[src/rtl/hazard_ctrl.sv]
// Pipeline hazard/sequencing controller: branch redirect, load-use bubble, memory-wait freeze.
// Optional variable-latency memory stall enabled by defining HAZARD_CTRL_MEM_WAIT_EN.
module hazard_ctrl #(
  parameter int unsigned CNT_W = 16
) (
  input  logic             clk,
  input  logic             reset,
  input  logic             mem_branch,
  input  logic             mem_zero,
  input  logic             mem_is_greater,
  input  logic [3:0]       mem_funct,
  input  logic             mem_mem_read,
  input  logic             mem_mem_write,
  input  logic             mem_ready,
  input  logic             id_ex_mem_read,
  input  logic [4:0]       id_ex_rd,
  input  logic [4:0]       if_id_rs1,
  input  logic [4:0]       if_id_rs2,
  input  logic             cnt_clr,
  output logic             pc_src,
  output logic             pc_write,
  output logic             if_id_write,
  output logic             id_ex_write,
  output logic             ex_mem_write,
  output logic             if_id_flush,
  output logic             id_ex_flush,
  output logic             ex_mem_flush,
  output logic             mem_wb_flush,
  output logic             busy,
  output logic [CNT_W-1:0] bubble_cnt,
  output logic [CNT_W-1:0] flush_cnt,
  output logic [CNT_W-1:0] wait_cnt
);

  localparam logic [CNT_W-1:0] CNT_MAX = {CNT_W{1'b1}};

  typedef enum logic {RUN = 1'b0, MEM_WAIT = 1'b1} state_e;

  state_e state_q, state_d;
  logic   take_c, lu_c, mw_c, ready_c;
  logic   bubble_inc_c, flush_inc_c, wait_inc_c;
  logic   unused_c;

`ifdef HAZARD_CTRL_MEM_WAIT_EN
  assign mw_c     = (mem_mem_read | mem_mem_write) & ~mem_ready;
  assign ready_c  = mem_ready;
  assign busy     = (state_q == MEM_WAIT);
  assign unused_c = mem_funct[3];
`else
  assign mw_c     = 1'b0;
  assign ready_c  = 1'b1;
  assign busy     = 1'b0;
  assign unused_c = ^{mem_funct[3], mem_mem_read, mem_mem_write, mem_ready, wait_inc_c};
`endif

  // Branch resolution from the EX/MEM compare flags
  always_comb begin
    take_c = 1'b0;
    if (mem_branch) begin
      case (mem_funct[2:0])
        3'b000:  take_c = mem_zero;
        3'b001:  take_c = ~mem_zero;
        3'b100:  take_c = ~mem_zero & ~mem_is_greater;
        3'b101:  take_c = mem_zero | mem_is_greater;
        default: take_c = 1'b0;
      endcase
    end
  end

  assign lu_c = id_ex_mem_read & (id_ex_rd != 5'd0) &
                ((id_ex_rd == if_id_rs1) | (id_ex_rd == if_id_rs2));

  always_ff @(posedge clk or posedge reset) begin
    if (reset) state_q <= RUN;
    else       state_q <= state_d;
  end

  // Priority: memory wait, then taken branch, then load-use bubble
  always_comb begin
    state_d      = state_q;
    pc_src       = 1'b0;
    pc_write     = 1'b1;
    if_id_write  = 1'b1;
    id_ex_write  = 1'b1;
    ex_mem_write = 1'b1;
    if_id_flush  = 1'b0;
    id_ex_flush  = 1'b0;
    ex_mem_flush = 1'b0;
    mem_wb_flush = 1'b0;
    bubble_inc_c = 1'b0;
    flush_inc_c  = 1'b0;
    wait_inc_c   = 1'b0;
    case (state_q)
      RUN: begin
        if (mw_c) begin
          pc_write     = 1'b0;
          if_id_write  = 1'b0;
          id_ex_write  = 1'b0;
          ex_mem_write = 1'b0;
          mem_wb_flush = 1'b1;
          wait_inc_c   = 1'b1;
          state_d      = MEM_WAIT;
        end else if (take_c) begin
          pc_src       = 1'b1;
          if_id_flush  = 1'b1;
          id_ex_flush  = 1'b1;
          ex_mem_flush = 1'b1;
          flush_inc_c  = 1'b1;
        end else if (lu_c) begin
          pc_write     = 1'b0;
          if_id_write  = 1'b0;
          id_ex_flush  = 1'b1;
          bubble_inc_c = 1'b1;
        end
      end
      MEM_WAIT: begin
        if (!ready_c) begin
          pc_write     = 1'b0;
          if_id_write  = 1'b0;
          id_ex_write  = 1'b0;
          ex_mem_write = 1'b0;
          mem_wb_flush = 1'b1;
          wait_inc_c   = 1'b1;
        end else begin
          state_d = RUN;
        end
      end
      default: state_d = RUN;
    endcase
    // Reset flushes every stage and keeps all registers loading
    if (reset) begin
      pc_src       = 1'b0;
      pc_write     = 1'b1;
      if_id_write  = 1'b1;
      id_ex_write  = 1'b1;
      ex_mem_write = 1'b1;
      if_id_flush  = 1'b1;
      id_ex_flush  = 1'b1;
      ex_mem_flush = 1'b1;
      mem_wb_flush = 1'b1;
      bubble_inc_c = 1'b0;
      flush_inc_c  = 1'b0;
      wait_inc_c   = 1'b0;
    end
  end

  always_ff @(posedge clk or posedge reset) begin
    if (reset)                                     bubble_cnt <= '0;
    else if (cnt_clr)                              bubble_cnt <= '0;
    else if (bubble_inc_c && bubble_cnt != CNT_MAX) bubble_cnt <= bubble_cnt + CNT_W'(1);
  end

  always_ff @(posedge clk or posedge reset) begin
    if (reset)                                   flush_cnt <= '0;
    else if (cnt_clr)                            flush_cnt <= '0;
    else if (flush_inc_c && flush_cnt != CNT_MAX) flush_cnt <= flush_cnt + CNT_W'(1);
  end

`ifdef HAZARD_CTRL_MEM_WAIT_EN
  always_ff @(posedge clk or posedge reset) begin
    if (reset)                                 wait_cnt <= '0;
    else if (cnt_clr)                          wait_cnt <= '0;
    else if (wait_inc_c && wait_cnt != CNT_MAX) wait_cnt <= wait_cnt + CNT_W'(1);
  end
`else
  assign wait_cnt = '0;
`endif

endmodule

[config.mk]
export PLATFORM = sky130hd
export DESIGN_NAME = hazard_ctrl
export DESIGN_NICKNAME = d
export VERILOG_FILES = /design/src/rtl/hazard_ctrl.sv
export SDC_FILE = /design/constraint.sdc
export NUM_CORES = 1
export LEC_CHECK = 0
export CAP_MARGIN = 20
export CORE_MARGIN = 1.5
export CORE_UTILIZATION = 47
export CTS_BUF_LIST = sky130_fd_sc_hd__clkbuf_8 sky130_fd_sc_hd__clkbuf_16
export DETAILED_ROUTE_END_ITERATION = 7
export GPL_TIMING_DRIVEN = 0
export PLACE_DENSITY = 0.84
export SETUP_SLACK_MARGIN = 0.1
export SYNTH_ARGS = -nofsm -noshare
export SYNTH_HDL_FRONTEND = slang
export SYNTH_SLANG_ARGS = --single-unit
export TNS_END_PERCENT = 30
[constraint.sdc]
create_clock -name clk -period 5.6 [get_ports clk]
set_input_delay 0.84 -clock clk [delete_from_list [all_inputs] [get_ports clk]]
set_output_delay 0.84 -clock clk [all_outputs]
set_load 0.005 [all_outputs]
== Word level (Yosys, flattened, before mapping) ==
Cells that the tools add are included.
Widths: inputs -> output; s select.

* Mux-type cells: 18
* Bitwise logic cells: 7
* $add $sub $neg: 2
* Reductions and logical operators: 6
* Eq/ne operators: 7

{| class="wikitable"
|+ Operators with widths
! operator !! number
|-
| $mux 16 || 4
|-
| $add 16x1->16 const B || 2
|-
| $ne 16x16->1 const B || 2
|-
| $mux 1 || 13
|-
| $eq 5x5->1 || 2
|-
| $eq 3x3->1 const B || 2
|-
| $reduce_bool 5->1 || 1
|-
| $pmux 1 s4 || 1
|-
| $reduce_bool 2->1 || 2
|-
| $and 1x1->1 || 3
|-
| $eq 3x1->1 const B || 1
|-
| $logic_not 3->1 || 1
|-
| $logic_and 1x1->1 || 2
|-
| $not 1->1 || 2
|-
| $or 1x1->1 || 2
|}

* Register bits after elaboration: 32
* Input bits: 29
* Logic and storage cells: 42
* Output and inout port bits: 58

== Longest topological paths before layout ==
Gate-level depths: netlist of the first run.

* Depth after elaboration: 9
* Gate-level depth with buffers: 9

== Least setup slack after synthesis of the first run ==
Ideal clock, no wire load.

* Kind: input port to output port
* Start point: in mem_is_greater
* End point: out pc_write
* Required time: 4.760 ns
* Path slack: 2.261 ns
* Buffers on the path: 3
* Arrival time: 2.499 ns
* Stages: 8
* Cells stage by stage: or3b_1 and3_1 or3_4 nor3b_4 inv_2 buf_6 buf_2 buf_4

* Cells in the longest elaborated chain, start to end: 6
* Elaborated cells on any way between the ends: 7
* Classes of those cells: mux: 4; bitwise: 3

{| class="wikitable"
|+ RTL lines
! element !! line !! source
|-
| start: declaration || 10 || <nowiki>input logic mem_is_greater,</nowiki>
|-
| $not 1->1 || 63 || <nowiki>3'b100: take_c = ~mem_zero & ~mem_is_greater;</nowiki>
|-
| $and 1x1->1 || 63 ||
|-
| $pmux 1 s4 (*) || 60 || <nowiki>case (mem_funct[2:0])</nowiki>
|-
| $mux 1 (*) || 59 || <nowiki>if (mem_branch) begin</nowiki>
|-
| $mux 1 (*) (2 in a row) || - ||
|-
| end: declaration || 21 || <nowiki>output logic pc_write,</nowiki>
|}

Mark *: on every way between the ends. The rest lies on a longest branch, timed or not.

== Worst setup path after layout of the first run ==
* Start point: in mem_funct[2]
* End point: out pc_write

* Cells in the longest elaborated chain, start to end: 5
* Elaborated cells on any way between the ends: 8
* Classes of those cells: eq/ne: 3; mux: 4; reduce/logical: 1

{| class="wikitable"
|+ RTL lines
! element !! line !! source
|-
| start: declaration || 11 || <nowiki>input logic [3:0] mem_funct,</nowiki>
|-
| $eq 3x3->1, or another cell as far along || 60 ||
|-
| $pmux 1 s4 (*) || 60 ||
|-
| $mux 1 (*) || 59 ||
|-
| $mux 1 (*) || 103 || <nowiki>end else if (take_c) begin</nowiki>
|-
| $mux 1 (*) || 131 || <nowiki>if (reset) begin</nowiki>
|}

Marked as above.

==> results of run 1 <==
cells in the final DEF (no fill, tap or decap), types with 2 or more instances in the layout:
| cell type | n |
|---|---|
| clkinv_2 | 2 |
| o31ai_1 | 5 |
| conb_1 | 19 |
| buf_2 | 2 |
| clkbuf_1 | 6 |
| ha_1 | 2 |
| xnor2_1 | 11 |
| nand4b_1 | 2 |
| or4_1 | 7 |
| nand4_1 | 7 |
| a31oi_1 | 2 |
| nor3_1 | 6 |
| nor2_1 | 19 |
| xor2_1 | 5 |
| nand2b_1 | 3 |
| buf_4 | 22 |
| a21oi_1 | 19 |
| clkbuf_8 | 6 |
| and3_1 | 4 |
| dfrtp_1 | 32 |
| and4_1 | 2 |
| mux2_2 | 5 |
| o21ai_0 | 11 |
| nand3_1 | 18 |
| inv_1 | 9 |
| o41ai_1 | 3 |
| clkdlybuf4s50_1 | 62 |
| nand2_1 | 16 |
| or3_1 | 10 |
| nor2b_1 | 6 |
path summary, 6_finish.rpt:
path                                             from                    endpoint  slack (ns)  cells after the start
setup / recovery                         mem_funct[2]                    pc_write        1.08                     10
hold / removal             bubble_cnt[13]$_DFFE_PP0P_  bubble_cnt[13]$_DFFE_PP0P_        0.56                      2
setup reg to reg            bubble_cnt[0]$_DFFE_PP0P_  bubble_cnt[13]$_DFFE_PP0P_        2.93                      8
hold reg to reg            bubble_cnt[13]$_DFFE_PP0P_  bubble_cnt[13]$_DFFE_PP0P_        0.56                      2
max in group asynchronous                       reset   bubble_cnt[1]$_DFFE_PP0P_        4.04                      3
min in group asynchronous                       reset  bubble_cnt[15]$_DFFE_PP0P_        1.03                      2
state kept, by name, summed over array words and instances (netlist names):
signal / count
bubble_cnt: 16
flush_cnt: 16
metrics by stage:
stage / worst slack, ns / total power, W / util / hold slack (ns)
finish: 1.083 / 0.0004890 / 0.6871 / 0.5641
global route: 0.9324 / 0.0005056 / 0.6871 / 0.5956
CTS: 1.077 / 0.0004922 / 0.6871 / 0.5726
detailed placement: 1.087 / 0.0003061 / 0.6658 / 0.5598
global placement: 1.102 / 0.0003023 / 0.6595 / 0.5550
floorplan: 2.261 / 0.0002736 / - / 0.5480
critical path, stage by stage:
cell and delay [ns]:
clkdlybuf4s50_1 0.47, or3b_1 0.37, a2111oi_0 0.55, or3_4 0.27, nor3b_4 0.06, inv_2 0.12
buf_6 0.14, buf_2 0.24, buf_4 0.14, clkdlybuf4s50_1 0.48
final cells by class:
class                      count  area (um^2)  share of cell area
buffer                        31        209.0             0.06985
clock inverter                 2        10.01            0.003346
timing repair buffer          63        648.1              0.2166
inverter                      10        37.54             0.01255
clock buffer                   6        82.58             0.02760
tap                           52        65.06             0.02175
multi-input combinational    192         1139              0.3806
sequential                    32        800.8              0.2677
cell families after synthesis:
logic type	count (synthesis)	synth area share
muxes	5	0.02653
AOI/OAI and AO/OA	45	0.1250
adders and majority gates	2	0.01179
xor gates and xnor gates	16	0.06604
DFF	32	0.3774
and+or+nand+nor	105	0.2736
other	2	0.003539
buffers and inverters	41	0.1162
power groups by stage:
| stage | clock, W | sequential (W) | combinational [W] |
|---|---|---|---|
| 2_1_floorplan | 0 | 0.000237 | 0.0000370 |
| 3_3_place_gp | 0 | 0.000237 | 0.0000657 |
| 3_5_place_dp | 0 | 0.000237 | 0.0000695 |
| 4_1_cts | 0.000190 | 0.000232 | 0.0000696 |
| 5_1_grt | 0.000198 | 0.000232 | 0.0000758 |
| 6_report | 0.000187 | 0.000232 | 0.0000693 |
layer usage:
metal | vias to the layer above | track usage | share of wire
met4 | 0 | 0.08547 | 0.021
met1 | 980 | 0.2728 | 0.42
met2 | 64 | 0.3735 | 0.51
li1 | 1021 | - | -
met5 | - | 0 | 0
met3 | 12 | 0.03608 | 0.053
==> reports/metrics.yaml, run 1 <==
outcome:
  status: "finished clean"
finish:
  nFillCells: 365
  stdcell_area_um2: 2992
  synthToLayoutAreaGrowth_pct: 40.98
  num_antenna_cells: 0
  drive_gt1_frac: 0.1250
  layout.nets: 366
  finalNonFillerCells: 388
global_routing:
  grt_pass1_vias: 1888
  overflow: 0
  grt_start_max_net_pins: 19
  grtUsageTotal: 0.2174
  grt_pass1_wl_um: 8535
  antenna_found_initial: 0
synthesis:
  synth_most_common_cell: "dfrtp_1"
  synth_area_um2: 2122
  synth_edf_count: 0
  yosys_warnings: 0
  yosysSeqAreaShare: 0.3774
  synth_top_area_frac: 0.3774
  ys_ff_latch: 32
  syn_area_per_cell_um2: 8.557
  ys.flop_type: "dfrtp_1"
  async_flop_share: 1.000
  yosysTopAreaCell: "dfrtp_1"
  syn_inst: 248
  synth_common_cells: "dfrtp_1 (32), buf_4 (22), a21oi_1 (19), nor2_1 (19), nand3_1 (18)"
  ys_top_cells_by_area: "dfrtp_1 (38%), buf_4 (7.8%), xnor2_1 (4.5%)"
  ys_types: 39
floorplanning:
  die_w_um: 70.20
  rows: 24
  die_area_um2: 4927
  core_area_um2: 4354
  initial_utilization: 0.4874
  io_pins: 87
  die_y_um: 70.20
drt:
  drt-initial-drc-count: 199
  viasPerCell: 5.353
  ant_nets: 0
  wl_um: 5207
  vias: 2077
  drc_errors: 0
  wl_per_cell_um: 13.42
  drt-pass1-iter-count: 4
power_and_ir_drop:
  p_clk_frac: 0.383
  swShare: 0.2428
  switchingPower_w: 0.0001188
  seq_power_share: 0.475
  leakagePower_nw: 1.205
  p_int_w: 0.0003703
  power_density_nw_per_um2: 163.5
  comb_power_share: 0.142
  ir_drop_mv: 0.1313
placement:
  dp.final_hpwl_um: 3915
  dp.cells: 380
  place_congestion: 0.8108
  place_area_um2: 2899
  io_buffers: 62
timing:
  slew_headroom: 0.5290
  rsz0062_at_grt: "no"
  worstMarginPinSlew_ns: 0.7057
  fin_crit_sh: 0.8066
  setup_viol: 0
  max_freq_mhz: 221.4
  finalClockSkew_ns: 0.006531
  period_minus_slack_ns: 4.517
  slew_violations: 0
  finalHoldViolCount: 0
  finalSetupTns_ns: 0
worst_hold_path:
  worstHoldPathType: "reg2reg"
clock_tree:
  h-tree-depth: 2
  cts_tree: "done"
  cts_made_buffers: 5
  postCtsSetupBuffers: 0
  cts-root-buf: "clkbuf_8"
  post_cts_resized: 0
  path_clk_slew_ns: 0.07
  cts.sinks: 32
  insertion_delay_ns: 0.30
  postCtsHoldBufs: 0
  clk_path_buf_depth: 2
setup_path:
  path_max_fanout: 11
  critPathRequiredTime_ns: 4.76
  end_kind: "primary output"
  criticalPathCategory: "in2out"
  start_kind: "input port"
  cp_data_arrival_time_ns: 3.68
job:
  drv_cap: 0
Note: power is estimated with default switching activity, not from simulation.
==> inputs of run 2 (changes only) <==
CORE_UTILIZATION = 43   (was 47)
PLACE_DENSITY = 0.77   (was 0.84)
clock period = 4.36 ns   (was 5.6 ns; I/O delays follow)
==> run 2 against run 1 <==
Sequential cell count is the same. Die area grew 8.9%. Worst setup slack got worse by 0.82 ns. Sequential share of layout area barely moved. Critical path depth did not move. Sequential power is 28% higher. Critical endpoint unchanged. Cell area is 0.13% higher. Register-to-register slack got worse by 1.2 ns. Non-clock buffer count is the same. Hold slack better by 0.0066 ns. Cell count grew 3.6%. Largest power group unchanged.
==> reports/metrics.yaml, run 2 (synthesis gave the netlist of run 1 again) <==
floorplanning:
  die_w_um: 73.25  # +4.4%
  die_area_um2: 5366  # +8.9%
  core_area_um2: 4723  # +8.5%
  die_y_um: 73.25  # +4.4%
  rows: 25  # +4.2%
  io_pins: 87  # unchanged
  initial_utilization: 0.4493  # -0.03808
clock_tree:
  cts_tree: "done"
  cts-root-buf: "clkbuf_8"
  clk_path_buf_depth: 2  # unchanged
  cts.sinks: 32  # unchanged
  insertion_delay_ns: 0.29  # about the same
  post_cts_resized: 0  # unchanged
  h-tree-depth: 2  # unchanged
  postCtsHoldBufs: 0  # unchanged
  postCtsSetupBuffers: 0  # unchanged
  path_clk_slew_ns: 0.06  # about the same
  cts_made_buffers: 5  # unchanged
finish:
  layout.nets: 366  # unchanged
  finalNonFillerCells: 402  # +3.6%
  drive_gt1_frac: 0.1194  # -0.005597
  num_antenna_cells: 0  # unchanged
  postLayoutCoreUtil: 0.6342  # -0.05290
  layout_common_cells: "clkdlybuf4s50_1 (62), dfrtp_1 (32), buf_4 (22)"
  largestRegisters: "bubble_cnt: 16 flops, flush_cnt: 16 flops"
  final_common_cell: "clkdlybuf4s50_1"
  synthToLayoutAreaGrowth_pct: 41.16
drt:
  viasPerCell: 5.062  # -5.4%
  vias: 2035  # -2.0%
  wl_per_cell_um: 13.16  # -1.9%
  met1_length_um: 2312  # +6.2%
  drt-pass1-iter-count: 4  # unchanged
  wl_met2_um: 2675  # +1.2%
  drc_errors: 0  # unchanged
  wl_met3_um: 258  # -6.2%
  drt-initial-drc-count: 78  # -61%
  wl_um: 5290  # +1.6%
  top_layer: "met4"
  ant_nets: 0  # unchanged
job:
  drv_cap: 0  # unchanged
timing:
  fin_hold_ws_ns: 0.5708  # +0.006635 ns
  fin_crit_sh: 0.9400
  slew_violations: 0  # unchanged
  max_freq_mhz: 244.0
  finalHoldViolCount: 0  # unchanged
  setup_viol: 0  # unchanged
  worstMarginPinSlew_ns: 0.7152  # +0.009503 ns
  slew_headroom: 0.5227  # -0.006342
  finalClockSkew_ns: 0.005017  # -0.001514 ns
  rsz0062_at_grt: "no"
  finalSetupTns_ns: 0  # unchanged
  period_minus_slack_ns: 4.099
outcome:
  status: "finished clean"
setup_path:
  criticalPathCategory: "in2out"
  critPathRequiredTime_ns: 3.71  # -1.05 ns
  path_cells: "clkdlybuf4s50_1 > or3b_1 > a2111oi_0 > or3_4 > nor3b_4 > inv_2 > buf_6 > buf_2 > buf_4 > clkdlybuf4s50_1"
  critPathSlowestCell: "a2111oi_0"
  start_kind: "input port"
  slowest_delay_ns: 0.51  # -0.04 ns
  cpMostUsedCell: "clkdlybuf4s50_1"
  end_kind: "primary output"
  cp_data_arrival_time_ns: 3.44  # -0.24 ns
  path_max_fanout: 11  # unchanged
global_routing:
  grtUsageTotal: 0.2096  # -0.007838
  grt_start_max_net_pins: 19  # unchanged
  antenna_found_initial: 0  # unchanged
  grt_pass1_wl_um: 8687  # +1.8%
  grt_pass1_vias: 1903  # +0.79%
  overflow: 0  # unchanged
worst_hold_path:
  worstHoldPathType: "reg2reg"
placement:
  dp.final_hpwl_um: 3946  # +0.80%
  io_buffers: 62  # unchanged
  place_congestion: 0.8326  # +2.7%
  dp.cells: 395  # +3.9%
power_and_ir_drop:
  ir_drop_mv: 0.1554  # +18%
  leakagePower_nw: 1.199  # -0.48%
  power_density_nw_per_um2: 201.3  # +23%
==> run 2: power by group <==
group / internal (W) / leakage (nW) / total [W] / switching [W]
clock network: 0.000106 / 0.0452 / 0.000215 / 0.000109
registers: 0.000297 / 0.447 / 0.000298 / 0.000000915
logic: 0.0000524 / 0.707 / 0.0000895 / 0.0000371
==> run 2: final timing paths <==
kind	cells past startpoint	endpoint	from	slack, ns
min in group asynchronous	2	flush_cnt[0]$_DFFE_PP0P_	reset	0.84
setup / recovery	10	pc_write	mem_funct[2]	0.26
setup reg to reg	8	bubble_cnt[13]$_DFFE_PP0P_	bubble_cnt[0]$_DFFE_PP0P_	1.69
hold reg to reg	2	bubble_cnt[13]$_DFFE_PP0P_	bubble_cnt[13]$_DFFE_PP0P_	0.57
max in group asynchronous	3	bubble_cnt[5]$_DFFE_PP0P_	reset	2.99
hold / removal	2	bubble_cnt[13]$_DFFE_PP0P_	bubble_cnt[13]$_DFFE_PP0P_	0.57
==> run 2: through the flow <==
| stage | cell area, um^2 | worst slack [ns] | total power [W] |
|---|---|---|---|
| after floorplan | 2186 | 1.393 | 0.0003514 |
| after global placement | 2890 | 0.2523 | 0.0003886 |
| after detailed placement | 2918 | 0.2649 | 0.0003933 |
| after CTS | 2995 | 0.2651 | 0.0006087 |
| after global routing | 2995 | 0.1147 | 0.0006308 |
| final | 2995 | 0.2615 | 0.0006029 |
==> run 2: routing by layer <==
metal | vias up | global-route usage
met4 | 0 | 0.06080
li1 | 1016 | -
met1 | 945 | 0.2550
met2 | 68 | 0.3687
met3 | 6 | 0.04801
met5 | - | 0
==> run 2: area by class of cell <==
cell class              instances  area [um^2]
flip-flops and latches         32        800.8
multi-input cells             192         1139
inverters                      10        37.54
repair buffers                 63        648.1
clock inverters                 2        8.758
well taps                      67        83.83
plain buffers                  31        209.0
clock buffers                   5        68.82
fillers                       442         1728
==> run 2: worst max-delay path: cells and delay by family <==
kind            cells  cell delay [ns]
compound gates      1             0.51
buf+inv             6             1.58
simple gates        3             0.70
